$ cat src/rtl/alu_issue_seq.sv
// alu_issue_seq: sequential issue/execute stage of the ALU datapath.
// Accepts one ADD/SUB/MUL command per handshake, runs it through a shared
// 8-bit carry-lookahead adder (MUL as a radix-2 Booth loop) and presents a
// sign-extended 16-bit result on a valid/ready output handshake.
module alu_issue_seq #(
    parameter int MUL_ITER = 8
) (
    input  logic        clk,
    input  logic        rst,
    input  logic        in_valid,
    output logic        in_ready,
    input  logic [1:0]  in_op,
    input  logic [7:0]  in_a,
    input  logic [7:0]  in_b,
    output logic        out_valid,
    input  logic        out_ready,
    output logic [15:0] out_result,
    output logic        out_err,
    output logic        busy
);

    localparam int CW = (MUL_ITER > 1) ? $clog2(MUL_ITER) : 1;
    localparam logic [CW-1:0] LAST_ITER = CW'(MUL_ITER - 1);

    localparam logic [1:0] S_IDLE = 2'd0;
    localparam logic [1:0] S_EXEC = 2'd1;
    localparam logic [1:0] S_MUL  = 2'd2;
    localparam logic [1:0] S_DONE = 2'd3;

    localparam logic [1:0] OP_ADD = 2'b00;
    localparam logic [1:0] OP_SUB = 2'b01;
    localparam logic [1:0] OP_MUL = 2'b10;
    localparam logic [1:0] OP_RSV = 2'b11;

    logic [1:0]    state;
    logic [1:0]    op_r;
    logic [7:0]    a_r;
    logic [7:0]    b_r;
    logic [16:0]   acc;
    logic [CW-1:0] count;

    logic [7:0]    cla_x;
    logic [7:0]    cla_y;
    logic          cla_cin;
    logic [8:0]    cla_out;
    logic          cla_bit8;
    logic [16:0]   acc_next;
    logic [15:0]   exec_result;

    // Four-bit lookahead block: all carries derived directly from g/p and ci.
    function automatic logic [3:0] carries4(input logic [3:0] g, input logic [3:0] p,
                                            input logic ci);
        logic [3:0] c;
        c[0] = g[0] | (p[0] & ci);
        c[1] = g[1] | (p[1] & g[0]) | (p[1] & p[0] & ci);
        c[2] = g[2] | (p[2] & g[1]) | (p[2] & p[1] & g[0]) | (p[2] & p[1] & p[0] & ci);
        c[3] = g[3] | (p[3] & g[2]) | (p[3] & p[2] & g[1]) | (p[3] & p[2] & p[1] & g[0])
             | (p[3] & p[2] & p[1] & p[0] & ci);
        return c;
    endfunction

    // Eight-bit CLA built from two lookahead blocks; returns {carry_out, sum}.
    function automatic logic [8:0] cla8(input logic [7:0] x, input logic [7:0] y,
                                        input logic cin);
        logic [7:0] g;
        logic [7:0] p;
        logic [3:0] lo;
        logic [3:0] hi;
        logic [8:0] c;
        g  = x & y;
        p  = x ^ y;
        lo = carries4(g[3:0], p[3:0], cin);
        hi = carries4(g[7:4], p[7:4], lo[3]);
        c  = {hi, lo, cin};
        return {c[8], p ^ c[7:0]};
    endfunction

    // Shared adder operand select: Booth step in MUL, otherwise A plus/minus B.
    always_comb begin
        cla_x   = a_r;
        cla_y   = b_r;
        cla_cin = 1'b0;
        if (state == S_MUL) begin
            cla_x = acc[16:9];
            cla_y = 8'h00;
            case (acc[1:0])
                2'b01:   cla_y = a_r;
                2'b10:   begin
                    cla_y   = ~a_r;
                    cla_cin = 1'b1;
                end
                default: cla_y = 8'h00;
            endcase
        end else if (op_r == OP_SUB) begin
            cla_y   = ~b_r;
            cla_cin = 1'b1;
        end
    end

    // The ninth sum bit comes from the sign rule so the add never overflows,
    // and the Booth shift simply drops that bit in on top of the accumulator.
    assign cla_out     = cla8(cla_x, cla_y, cla_cin);
    assign cla_bit8    = cla_out[8] ^ cla_x[7] ^ cla_y[7];
    assign acc_next    = {cla_bit8, cla_out[7:0], acc[8:1]};
    assign exec_result = {{8{cla_bit8}}, cla_out[7:0]};

    assign in_ready  = (state == S_IDLE) && !rst;
    assign out_valid = (state == S_DONE);
    assign busy      = (state != S_IDLE);

    // Command FSM: capture on accept, execute or iterate, then hold the result.
    always_ff @(posedge clk) begin
        if (rst) begin
            state      <= S_IDLE;
            op_r       <= OP_ADD;
            a_r        <= 8'h00;
            b_r        <= 8'h00;
            acc        <= 17'h0;
            count      <= '0;
            out_result <= 16'h0000;
            out_err    <= 1'b0;
        end else begin
            case (state)
                S_IDLE: begin
                    if (in_valid) begin
                        op_r <= in_op;
                        a_r  <= in_a;
                        b_r  <= in_b;
                        if (in_op == OP_MUL) begin
                            count <= '0;
                            acc   <= {8'h00, in_b, 1'b0};
                            state <= S_MUL;
                        end else begin
                            state <= S_EXEC;
                        end
                    end
                end
                S_EXEC: begin
                    if (op_r == OP_RSV) begin
                        out_result <= 16'h0000;
                        out_err    <= 1'b1;
                    end else begin
                        out_result <= exec_result;
                        out_err    <= 1'b0;
                    end
                    state <= S_DONE;
                end
                S_MUL: begin
                    acc   <= acc_next;
                    count <= count + CW'(1);
                    if (count == LAST_ITER) begin
                        out_result <= acc_next[16:1];
                        out_err    <= 1'b0;
                        state      <= S_DONE;
                    end
                end
                S_DONE: begin
                    if (out_ready) begin
                        state <= S_IDLE;
                    end
                end
                default: state <= S_IDLE;
            endcase
        end
    end

endmodule

$ cat config.mk
export PLATFORM = sky130hd
export DESIGN_NAME = alu_issue_seq
export DESIGN_NICKNAME = d
export VERILOG_FILES = /design/src/rtl/alu_issue_seq.sv
export SDC_FILE = /design/constraint.sdc
export NUM_CORES = 1
export LEC_CHECK = 0
export ABC_AREA = 1
export ABC_CLOCK_PERIOD_IN_PS = 4750
export CELL_PAD_IN_SITES_DETAIL_PLACEMENT = 2
export CELL_PAD_IN_SITES_GLOBAL_PLACEMENT = 2
export CORE_MARGIN = 1
export CORE_UTILIZATION = 33
export CTS_CLUSTER_DIAMETER = 60
export CTS_CLUSTER_SIZE = 28
export DETAILED_ROUTE_END_ITERATION = 7
export PLACE_DENSITY_LB_ADDON = 0.1
export REMOVE_ABC_BUFFERS = 1
export SYNTH_ARGS = -nofsm -noshare
export SYNTH_HDL_FRONTEND = slang
export SYNTH_SLANG_ARGS = --single-unit
$ cat constraint.sdc
create_clock -name clk -period 4.75 [get_ports clk]
set_input_delay 0.95 -clock clk [delete_from_list [all_inputs] [get_ports clk]]
set_output_delay 0.95 -clock clk [all_outputs]
set_load 0.005 [all_outputs]
=== Word level (Yosys, flattened, before mapping) ===
Index checks and enable logic that the tools add are counted.

* Flip-flop bits (word level): 57
* Latch bits: 0
* Memory bits (writable): 0
* ROM bits: 0
* Input port bits: 22
* Output and inout bits: 20
* Logic and storage cells: 115
* Memories kept: 0

* Add/sub/neg operators: 1
* Multiply operators: 0
* Div/mod/pow operators: 0
* Order comparisons: 0
* Equal/unequal tests: 13
* Shift-type cells: 0
* Multiplexer cells: 24
* Bitwise gates (word level): 59
* Reduce and logical (&&, ||, !) cells: 10

{| class="wikitable"
|+ Operator list
! cell !! number
|-
| 17-bit 2-to-1 mux || 2
|-
| 17-bit one-hot mux with 2 select lines || 1
|-
| 1-bit AND || 32
|-
| 16-bit 2-to-1 mux || 2
|-
| 16-bit one-hot mux with 2 select lines || 1
|-
| 8-bit 2-to-1 mux || 3
|-
| 1-bit OR || 20
|-
| 8-bit inverter || 2
|-
| 8-bit one-hot mux with 2 select lines || 1
|-
| 8-bit XOR || 2
|-
| 2-bit equality test, second input constant || 5
|-
| 8-bit AND || 1
|-
| 2-bit 2-to-1 mux || 4
|-
| 2-bit one-hot mux with 4 select lines || 1
|-
| 2-bit by 1-bit equality test with 1-bit output, second input constant || 3
|-
| 3-bit 2-to-1 mux || 2
|-
| 2-bit by 1-bit inequality test with 1-bit output, second input constant || 3
|-
| 3-bit one-hot mux with 2 select lines || 1
|-
| 3-bit AND reduction || 2
|-
| 2-bit nonzero test || 3
|-
| 1-bit 2-to-1 mux || 5
|-
| 2-bit AND reduction || 2
|-
| 3-bit by 1-bit adder with 3-bit output, second input constant || 1
|-
| 3-bit equality test, second input constant || 1
|-
| 6 further kinds || 7
|}

=== Logic depth before layout (Yosys ltp) ===
Gate-level depths: netlist of the first run.

* Depth after elaboration: 15
* Mapped depth: 20
* Gate-level depth less buffers: 19

=== Worst setup path before layout of the first run ===
No wires, ideal clock.

* Kind: reg-to-reg
* Start: register state[0]
* End: register out_result[12]
* Setup time: 109 ps
* Arrival time: 2,812 ps
* Required time: 4,641 ps
* Path slack: 1,829 ps
* Cell stages (with the launch flop): 20
* Path buffers: 1
* Clock period less this slack: 2,921 ps
* Path through: dfxtp_1 inv_1 ha_1 inv_2 clkbuf_1 o21ai_0 a21oi_1 nor2_1 ha_1 nand3_1 nor2_1 nor2_1 nand2_2 fa_1 xnor2_1 nor2_1 inv_1 nand3_2 nand2_1 inv_1

* Word-level cells in the longest chain between the ends: 14
* Elaborated cells on any way between the ends: 40
* Classes of those cells: 3 x eq/ne; 6 x mux; 29 x bitwise; 2 x reduce/logical

{| class="wikitable"
|+ Ends and longest elaborated chain
! item !! line !! RTL
|-
| start, declared || 35 || <nowiki>logic [1:0] state;</nowiki>
|-
| start signal, assigned || 114 || <nowiki>state <= S_IDLE;</nowiki>
|-
| start signal, assigned || 132 || <nowiki>state <= S_MUL;</nowiki>
|-
| start signal, assigned || 134 || <nowiki>state <= S_EXEC;</nowiki>
|-
| 2-bit equality test || 83, 123 ||
|-
| 8-bit 2-to-1 mux || 83 || <nowiki>if (state == S_MUL) begin</nowiki>
|-
| 8-bit XOR or 8-bit AND (tied branches) || 71, 70 ||
|-
| 1-bit AND, on equally long branches || 57, 58 ||
|-
| 1-bit OR, or another cell as far along (2 in a row) || 57 || <nowiki>c[3] = g[3] | (p[3] & g[2]) | (p[3] & p[2] & g[1]) | (p[3] & p[2] & p[1] & g[0])</nowiki>
|-
| 1-bit OR or 1-bit AND (tied branches) || 57, 58 ||
|-
| 1-bit OR || 58 || <nowiki>| (p[3] & p[2] & p[1] & p[0] & ci);</nowiki>
|-
| 1-bit AND || 58 ||
|-
| 1-bit OR || 58 ||
|-
| 1-bit XOR (2 in a row) || 103 || <nowiki>assign cla_bit8 = cla_out[8] ^ cla_x[7] ^ cla_y[7];</nowiki>
|-
| 16-bit 2-to-1 mux || 139 || <nowiki>if (op_r == OP_RSV) begin</nowiki>
|-
| 16-bit one-hot mux with 2 select lines || 123 || <nowiki>case (state)</nowiki>
|-
| end signal, assigned || 143 || <nowiki>out_result <= exec_result;</nowiki>
|-
| end signal, assigned || 152 || <nowiki>out_result <= acc_next[16:1];</nowiki>
|-
| end, declared || 17 || <nowiki>output logic [15:0] out_result,</nowiki>
|}

Several ways; a longest one is shown, not always the timed one. The select of a mux whose other input is x is not followed.
A chain may end at the register's enable or synchronous reset.

=== Worst setup path in the final report of the first run ===
Ends and elaborated chain as after synthesis.

==> impl_metrics.yaml, run 1 <==
yosys:
  ys_ff_latch: 57
  synth_xor_area_share_pct: 0.543
  synth_top_family_by_area: "simple AND/OR/NAND/NOR gates"
  yosys.area_share.adder_pct: 7.06
  synth_area_sq_um: 3230
  syn_area_per_cell_sq_um: 6.92
  synthMuxAreaShare_pct: 0
  synthSimpleGateAreaFrac_pct: 25.6
  synthTopCellsByArea: "dfxtp_1 (35%), nand2_1 (9.9%), o21ai_0 (9.0%), a21oi_1 (6.4%), inv_1 (5.9%)"
  ys_types: 37
  yosys_warnings: 0
  synth_cells: 466
  yosysTopAreaCell: "dfxtp_1"
  ys_async_sr_fraction_pct: 0
  synth-edff-count: 0
  synth_compound_area_share_pct: 21.6
  synthTopCellsByCount: "nand2_1 (85), o21ai_0 (58), dfxtp_1 (57), inv_1 (51), nor2_1 (49)"
  seq_area_frac_synth_pct: 35.4
  yosysMostFrequentCell: "nand2_1"
  synthFlopType: "dfxtp_1"
  synthDominantCellAreaShare_pct: 35.4
grt:
  track_usage_pct: 23.8
  grt_max_degree: 30
  overflow: 0
  antenna_found_initial: 0
  grt_pass1_vias: 3594
  grt_pass1_wl_um: 18300
routing:
  antenna_left: 0
  vias: 3269
  firstDrtPassIters: 6
  drt_iter0_markers: 67
  drc: 0
  wl_per_cell_um: 17.4
  routed_wl_um: 11100
  vias_per_cell: 5.14
timing:
  finalSetupViolations: 0
  fin_crit_sh_pct: 76.2
  hold_violations: 0
  worst_slew_pin_slew_ns: 0.681
  maxSlewViolCount: 0
  slew_headroom_pct: 54.6
  fin_skew_ns: 0.0110
  fin_ws_ns: 1.13
  post-route-min-period_ns: 3.62
  timing.fmax_mhz: 276
  rsz0062_at_grt: "false"
  fin_tns_setup_ns: 0
status:
  status: "finished clean"
clock_network:
  postCtsHoldBufs: 0
  cts_resized: 0
  cts_tree: "done"
  clk_latency_ns: 0.34
  path_clk_slew_ns: 0.07
  postCtsSetupBuffers: 0
  clockBufferDepth: 2
  cts-root-buf: "clkbuf_8"
  clock_sink_count: 57
  tritoncts.num_buffers: 9
  cts.htree.levels: 3
die:
  ios: 42
  start_util_pct: 34.4
  dieArea_sq_um: 10200
  core_sq_um: 9370
  rows: 35
  die_w_um: 101
  dieHeight_um: 101
finish:
  nNetsFinal: 541
  syn2layout_area_growth_pct: 23.0
  antenna_cells: 0
  final_core_util_pct: 42.3
  fill_cells: 1136
  drive_gt1_share_pct: 8.88
hold_path:
  min_path_type: "reg2reg"
power:
  powerDensity_nw_per_um2: 766
  p_leak_nw: 1.72
  ir_drop_v: 0.000337
setup_path:
  slowest_delay_ns: 0.42
  cp.arrival_ns: 3.85
  startpoint_type: "flop"
  worstPathCellList: "inv_1, ha_1, buf_4, inv_2, o21ai_0, a21oi_1, nor2_1, ha_1, nand3_1, nor2_1, nor2_1, nand2_2, fa_1, xnor2_1, nor2_1, inv_1, nand3_2, nand2_1, inv_1"
  setup.worst_path.end_class: "flop"
  cp_data_required_time_ns: 4.98
  cpMaxStageDelayCell: "inv_2"
  cpMostUsedCell: "nor2_1"
  cp_max_fo: 27
  critical_path_class: "reg2reg"
place:
  io_buffers: 41
  dpl_worst_slack_ns: 1.18
  dp_hpwl_um: 7990
  gp_congestion: 0.846
run:
  cap_viol_max_count: 0
==> per-stage QoR <==
step,power [mW],cell area (sq um),instances,hold slack [ns]
2_1_floorplan,1.88,3110,443,0.439
3_3_place_gp,2.43,3740,620,0.454
3_5_place_dp,2.52,3740,620,0.470
4_1_cts,3.09,3970,636,0.481
5_1_grt,3.32,3970,636,0.524
6_report,3.04,3970,636,0.480
==> layout by cell type (no fill, tap or decap), types with 2 or more instances in the layout <==
cell type,instances
o21ai_0,58
clkinvlp_4,2
bufinv_16,2
clkdlybuf4s50_1,41
nand2_1,85
o21bai_1,2
nand2_2,7
nand3_1,29
inv_1,51
clkbuf_8,11
fa_1,2
buf_4,7
nor2_1,49
a21oi_1,41
ha_1,15
a31oi_1,16
inv_2,4
nand3_2,9
dfxtp_1,57
a221oi_1,2
==> worst paths after layout <==
path,endpoint,cells past startpoint,start,slack (ns)
max reg2reg,out_result[12],19,state[0],1.13
min,acc[16],2,acc[16],0.48
min reg2reg,acc[16],2,acc[16],0.48
max,out_result[12],19,state[0],1.13
==> state kept, by name, indices dropped and copies added, names as in the netlist <==
name        count
acc            17
out_result     16
a_r             8
b_r             8
count           3
op_r            2
state           2
out_err         1
==> per-layer routing <==
layer	up-vias	GRT usage [%]	wire length [um]
met5	-	0	0
met4	0	7.80	155
met3	13	3.12	215
met2	34	43.3	5630
met1	1608	28.7	5090
li1	1614	-	-
==> cell type report <==
| type | count | area [sq um] | area share, % |
|---|---|---|---|
| Clock buffer | 12 | 155 | 3.91 |
| Clock inverter | 4 | 75.1 | 1.89 |
| Inverter | 55 | 206 | 5.20 |
| Multi-Input combinational cell | 331 | 1770 | 44.5 |
| Sequential cell | 57 | 1140 | 28.8 |
| Tap cell | 129 | 161 | 4.07 |
| Timing Repair Buffer | 48 | 463 | 11.7 |
==> critical path: cells and delay by family (launching register included) <==
family	cells	cell delay, ns
xor+xnor	1	0.21
simple gates	8	0.71
fa+ha+maj	3	0.95
compound gates	2	0.37
buf+inv	5	0.90
flops	1	0.35
==> power breakdown <==
part | leakage, nW | internal (mW) | switching [mW] | total, mW
clock | 0.109 | 0.324 | 0.207 | 0.531
combinational | 1.15 | 0.610 | 1.18 | 1.79
sequential | 0.469 | 0.625 | 0.0920 | 0.717
==> cells by family (layout without fill, tap and decap cells) <==
logic type,Yosys count,count (layout)
flops,57,57
compound gates,127,127
fa+ha+maj,17,17
xor+xnor,2,2
simple gates,185,185
buf+inv,78,119
Note: power is estimated with default switching activity, not from simulation.
==> run 2, diff against run 1 <==
- ABC_CLOCK_PERIOD_IN_PS: 4750 -> 3800
- CORE_UTILIZATION: 33 -> 31
- clock period: 4.75 -> 3.8 ns (I/O delays scaled with it)
==> impl_metrics.yaml, run 2 (synthesis results as in run 1) <==
setup_path:
  cp.arrival_ns: 3.37
  slowest_delay_ns: 0.57
  critical_path_class: "reg2reg"
  cp_data_required_time_ns: 4.07
  worstPathCellList: "inv_1, ha_1, o21ai_0, ha_1, nand3_1, nor2_1, nor2_1, nand2_2, fa_1, nand2_1, a211oi_1"
  cp_max_fo: 12
  cpMaxStageDelayCell: "fa_1"
  setup.worst_path.end_class: "flop"
  startpoint_type: "flop"
grt:
  use_met1_pct: 28.4
  overflow: 0
  grt_pass1_wl_um: 19000
  grt_max_degree: 30
  track_usage_pct: 23.0
  use_met3_pct: 6.20
  grt_pass1_vias: 3558
  gr-usage-met2_pct: 39.1
  antenna_found_initial: 0
  busiest_layer: "met2"
timing:
  fin_crit_sh_pct: 81.8
  timing.fmax_mhz: 322
  fin_tns_setup_ns: 0
  fin_skew_ns: 0.0156
  hold_ws_ns: 0.472
  hold_violations: 0
  finalSetupViolations: 0
  rsz0062_at_grt: "false"
  slew_headroom_pct: 49.9
  maxSlewViolCount: 0
  worst_slew_pin_slew_ns: 0.750
  post-route-min-period_ns: 3.11
clock_network:
  path_clk_slew_ns: 0.07
  cts-root-buf: "clkbuf_8"
  cts_tree: "done"
  postCtsHoldBufs: 0
  clk_latency_ns: 0.37
  tritoncts.num_buffers: 9
  clockBufferDepth: 2
  clock_sink_count: 57
  postCtsSetupBuffers: 0
  cts_resized: 0
  cts.htree.levels: 3
routing:
  drt_iter0_markers: 93
  routed_wl_um: 11900
  wl_per_cell_um: 18.5
  firstDrtPassIters: 4
  drc: 0
  vias_per_cell: 5.22
  antenna_left: 0
  vias: 3345
status:
  status: "finished clean"
finish:
  top_register: "acc"
  largest_register_ffs: 17
  layout_commonest_cell: "nand2_1"
  antenna_cells: 0
  syn2layout_area_growth_pct: 22.6
  final_cell_mix: "nand2_1 (85), o21ai_0 (58), dfxtp_1 (57)"
  nNetsFinal: 543
  fill_cells: 1193
  largestRegisters: "acc: 17 flops, out_result: 16 flops"
  drive_gt1_share_pct: 8.86
place:
  gp_congestion: 0.825
  io_buffers: 41
  dp_hpwl_um: 8670
die:
  start_util_pct: 32.6
  ios: 42
  rows: 36
  core_sq_um: 9910
  dieHeight_um: 104
  die_w_um: 104
  dieArea_sq_um: 10800
power:
  intPower_mw: 1.90
  pwr-share-seq_pct: 23.5
  ir_drop_v: 0.000573
  p_sw_share_pct: 50.2
  p_leak_nw: 1.72
  p_switching_mw: 1.91
  combPwrFrac_pct: 60.7
  powerDensity_nw_per_um2: 963
  clockPowerShare_pct: 15.8
run:
  cap_viol_max_count: 0
hold_path:
  min_path_type: "reg2reg"
-- run 2: final timing paths --
path                   from             end  slack [ns]  depth (start not counted)
max                state[0]         acc[12]        0.69                         11
min          out_result[15]  out_result[15]        0.47                          2
max reg2reg        state[0]         acc[12]        0.69                         11
min reg2reg  out_result[15]  out_result[15]        0.47                          2
-- run 2: layer usage --
metal,routed length (um),vias up
li1,-,1616
met1,5480,1651
met2,5720,63
met3,533,15
met4,153,0
met5,0,-
-- run 2: through the flow --
step	area (sq um)	instances	power [mW]	utilization [%]	setup slack, ns
6_report	3960	641	3.81	39.9	0.692
5_1_grt	3960	641	4.12	39.9	0.434
2_1_floorplan	3110	443	2.35	-	0.667
3_3_place_gp	3760	626	3.11	37.9	0.837
3_5_place_dp	3760	626	3.20	37.9	0.691
4_1_cts	3960	641	3.85	39.9	0.660
-- run 2: final cells by class --
type | count | area (sq um) | share of cell area [%]
repair buffers | 50 | 478 | 12.1
well taps | 133 | 166 | 4.21
flip-flops and latches | 57 | 1140 | 28.9
clock inverters | 2 | 37.5 | 0.949
clock buffers | 13 | 159 | 4.02
multi-input cells | 331 | 1770 | 44.7
inverters | 55 | 206 | 5.22
-- run 2: power by group through the flow --
stage | registers, mW | logic [mW] | clock network [mW]
2_1_floorplan | 0.879 | 1.47 | 0
3_3_place_gp | 0.898 | 2.21 | 0
3_5_place_dp | 0.906 | 2.30 | 0
4_1_cts | 0.898 | 2.33 | 0.618
5_1_grt | 0.914 | 2.56 | 0.646
6_report | 0.896 | 2.31 | 0.601
-- run 2: worst max-delay path, delay by kind of cell, from the launching register on --
kind,cells,cell delay [ns]
AOI/OAI and AO/OA,2,0.49
and+or+nand+nor,5,0.52
adders and majority gates,3,1.52
DFF,1,0.33
buffers and inverters,1,0.15
==> run 3, diff against run 2 <==
- ABC_CLOCK_PERIOD_IN_PS: 3800 -> 3250
- clock period: 3.8 -> 3.25 ns (I/O delays scaled with it)
==> impl_metrics.yaml, run 3 (synthesis results as in run 1) <==
place:
  io_buffers: 41
  dpl_worst_slack_ns: 0.165
  dp_hpwl_um: 8610
  dpl_cell_area_sq_um: 3760
  gp_congestion: 0.810
routing:
  routed_wl_um: 11700
  antenna_left: 0
  drt_iter0_markers: 96
  firstDrtPassIters: 4
  wl_per_cell_um: 18.2
  drc: 0
  vias_per_cell: 5.24
  vias: 3347
power:
  powerDensity_nw_per_um2: 1130
  intPower_mw: 2.27
  combPwrFrac_pct: 60.7
  ir_drop_v: 0.000580
  pwr-share-seq_pct: 23.3
  p_switching_mw: 2.24
  p_sw_share_pct: 49.6
  clockPowerShare_pct: 16.0
  p_leak_nw: 1.73
finish:
  final_core_util_pct: 40.3
  largest_register_ffs: 17
  final_area_sq_um: 3990
  syn2layout_area_growth_pct: 23.6
  nNetsFinal: 542
  largestRegisters: "acc: 17 flops, out_result: 16 flops"
  drive_gt1_share_pct: 9.49
  top_register: "acc"
  layout_commonest_cell: "nand2_1"
  antenna_cells: 0
  final_cell_mix: "nand2_1 (85), o21ai_0 (58), dfxtp_1 (57)"
timing:
  hold_violations: 0
  fin_crit_sh_pct: 90.6
  fin_ws_ns: 0.306
  fin_skew_ns: 0.0113
  worst_slew_pin_slew_ns: 1.07
  slew_headroom_pct: 28.9
  finalSetupViolations: 0
  maxSlewViolCount: 0
  rsz0062_at_grt: "false"
  timing.fmax_mhz: 340
  post-route-min-period_ns: 2.94
  hold_ws_ns: 0.468
  fin_tns_setup_ns: 0
grt:
  grt_pass1_vias: 3564
  grt_max_degree: 30
  antenna_found_initial: 0
  overflow: 0
  grt_pass1_wl_um: 19200
  track_usage_pct: 22.8
clock_network:
  tritoncts.num_buffers: 9
  path_clk_slew_ns: 0.07
  clockBufferDepth: 2
  clock_sink_count: 57
  cts.htree.levels: 3
  clk_latency_ns: 0.35
  cts_tree: "done"
  postCtsHoldBufs: 0
  cts-root-buf: "clkbuf_8"
  postCtsSetupBuffers: 0
  cts_resized: 0
setup_path:
  setup.worst_path.end_class: "flop"
  cp.arrival_ns: 3.20
  ff2ff_path_depth: 18
  startpoint_type: "flop"
  critical_path_class: "reg2reg"
  cp_data_required_time_ns: 3.50
  crit_path_start: "state[0]"
  r2r_start: "state[0]"
  cp_max_fo: 11
status:
  status: "finished clean"
die:
  start_util_pct: 32.6
  dieArea_sq_um: 10800
  core_sq_um: 9910
  dieHeight_um: 104
  rows: 36
  ios: 42
  die_w_um: 104
hold_path:
  min_path_type: "reg2reg"
  hp-start: "out_err"
  min_delay_path_depth: 2
run:
  cap_viol_max_count: 0
==> run 3: final timing paths <==
path                    end  slack, ns
max          out_result[12]       0.31
min                 out_err       0.47
max reg2reg  out_result[12]       0.31
min reg2reg         out_err       0.47
==> run 3: final cells by class <==
type / instances / area (sq um)
tap: 133 / 166
clock inverter: 4 / 70.1
sequential: 57 / 1140
inverter: 55 / 209
multi-input combinational: 331 / 1790
fill: 1192 / 5920
clock buffer: 10 / 128
timing repair buffer: 49 / 483
==> run 3: worst max-delay path, cell delays in order, from the launching register on <==
cell and delay (ns):
dfxtp_1 0.35, inv_1 0.11, ha_2 0.25, inv_4 0.13, o21ai_0 0.10, a21oi_1 0.12
nor2_1 0.06, ha_1 0.35, nand3_1 0.15, nor2_1 0.06, nor2_1 0.12, nand2_2 0.09
fa_1 0.42, xnor2_2 0.20, nor2_1 0.06, inv_1 0.09, nand3_2 0.07, nand2_1 0.08
inv_1 0.04
==> run 3: stage by stage <==
step	std cells	power, mW
after global placement	625	3.62
after detailed placement	625	3.74
final	639	4.51
after global routing	639	4.89
after CTS	639	4.51
after floorplan	443	2.75
==> run 3: per-layer routing <==
metal	part of all wire, %	global-route usage [%]	vias to the layer above
li1	-	-	1615
met2	47	37.7	40
met3	2.3	4.39	13
met1	49	30.3	1679
met4	1.3	6.12	0
met5	0	0	-
==> run 3: power groups by stage <==
stage | registers (mW) | logic (mW) | clock network, mW
finish | 1.05 | 2.74 | 0.722
detailed placement | 1.06 | 2.68 | 0
global route | 1.08 | 3.05 | 0.769
global placement | 1.05 | 2.57 | 0
floorplan | 1.03 | 1.72 | 0
CTS | 1.05 | 2.72 | 0.747
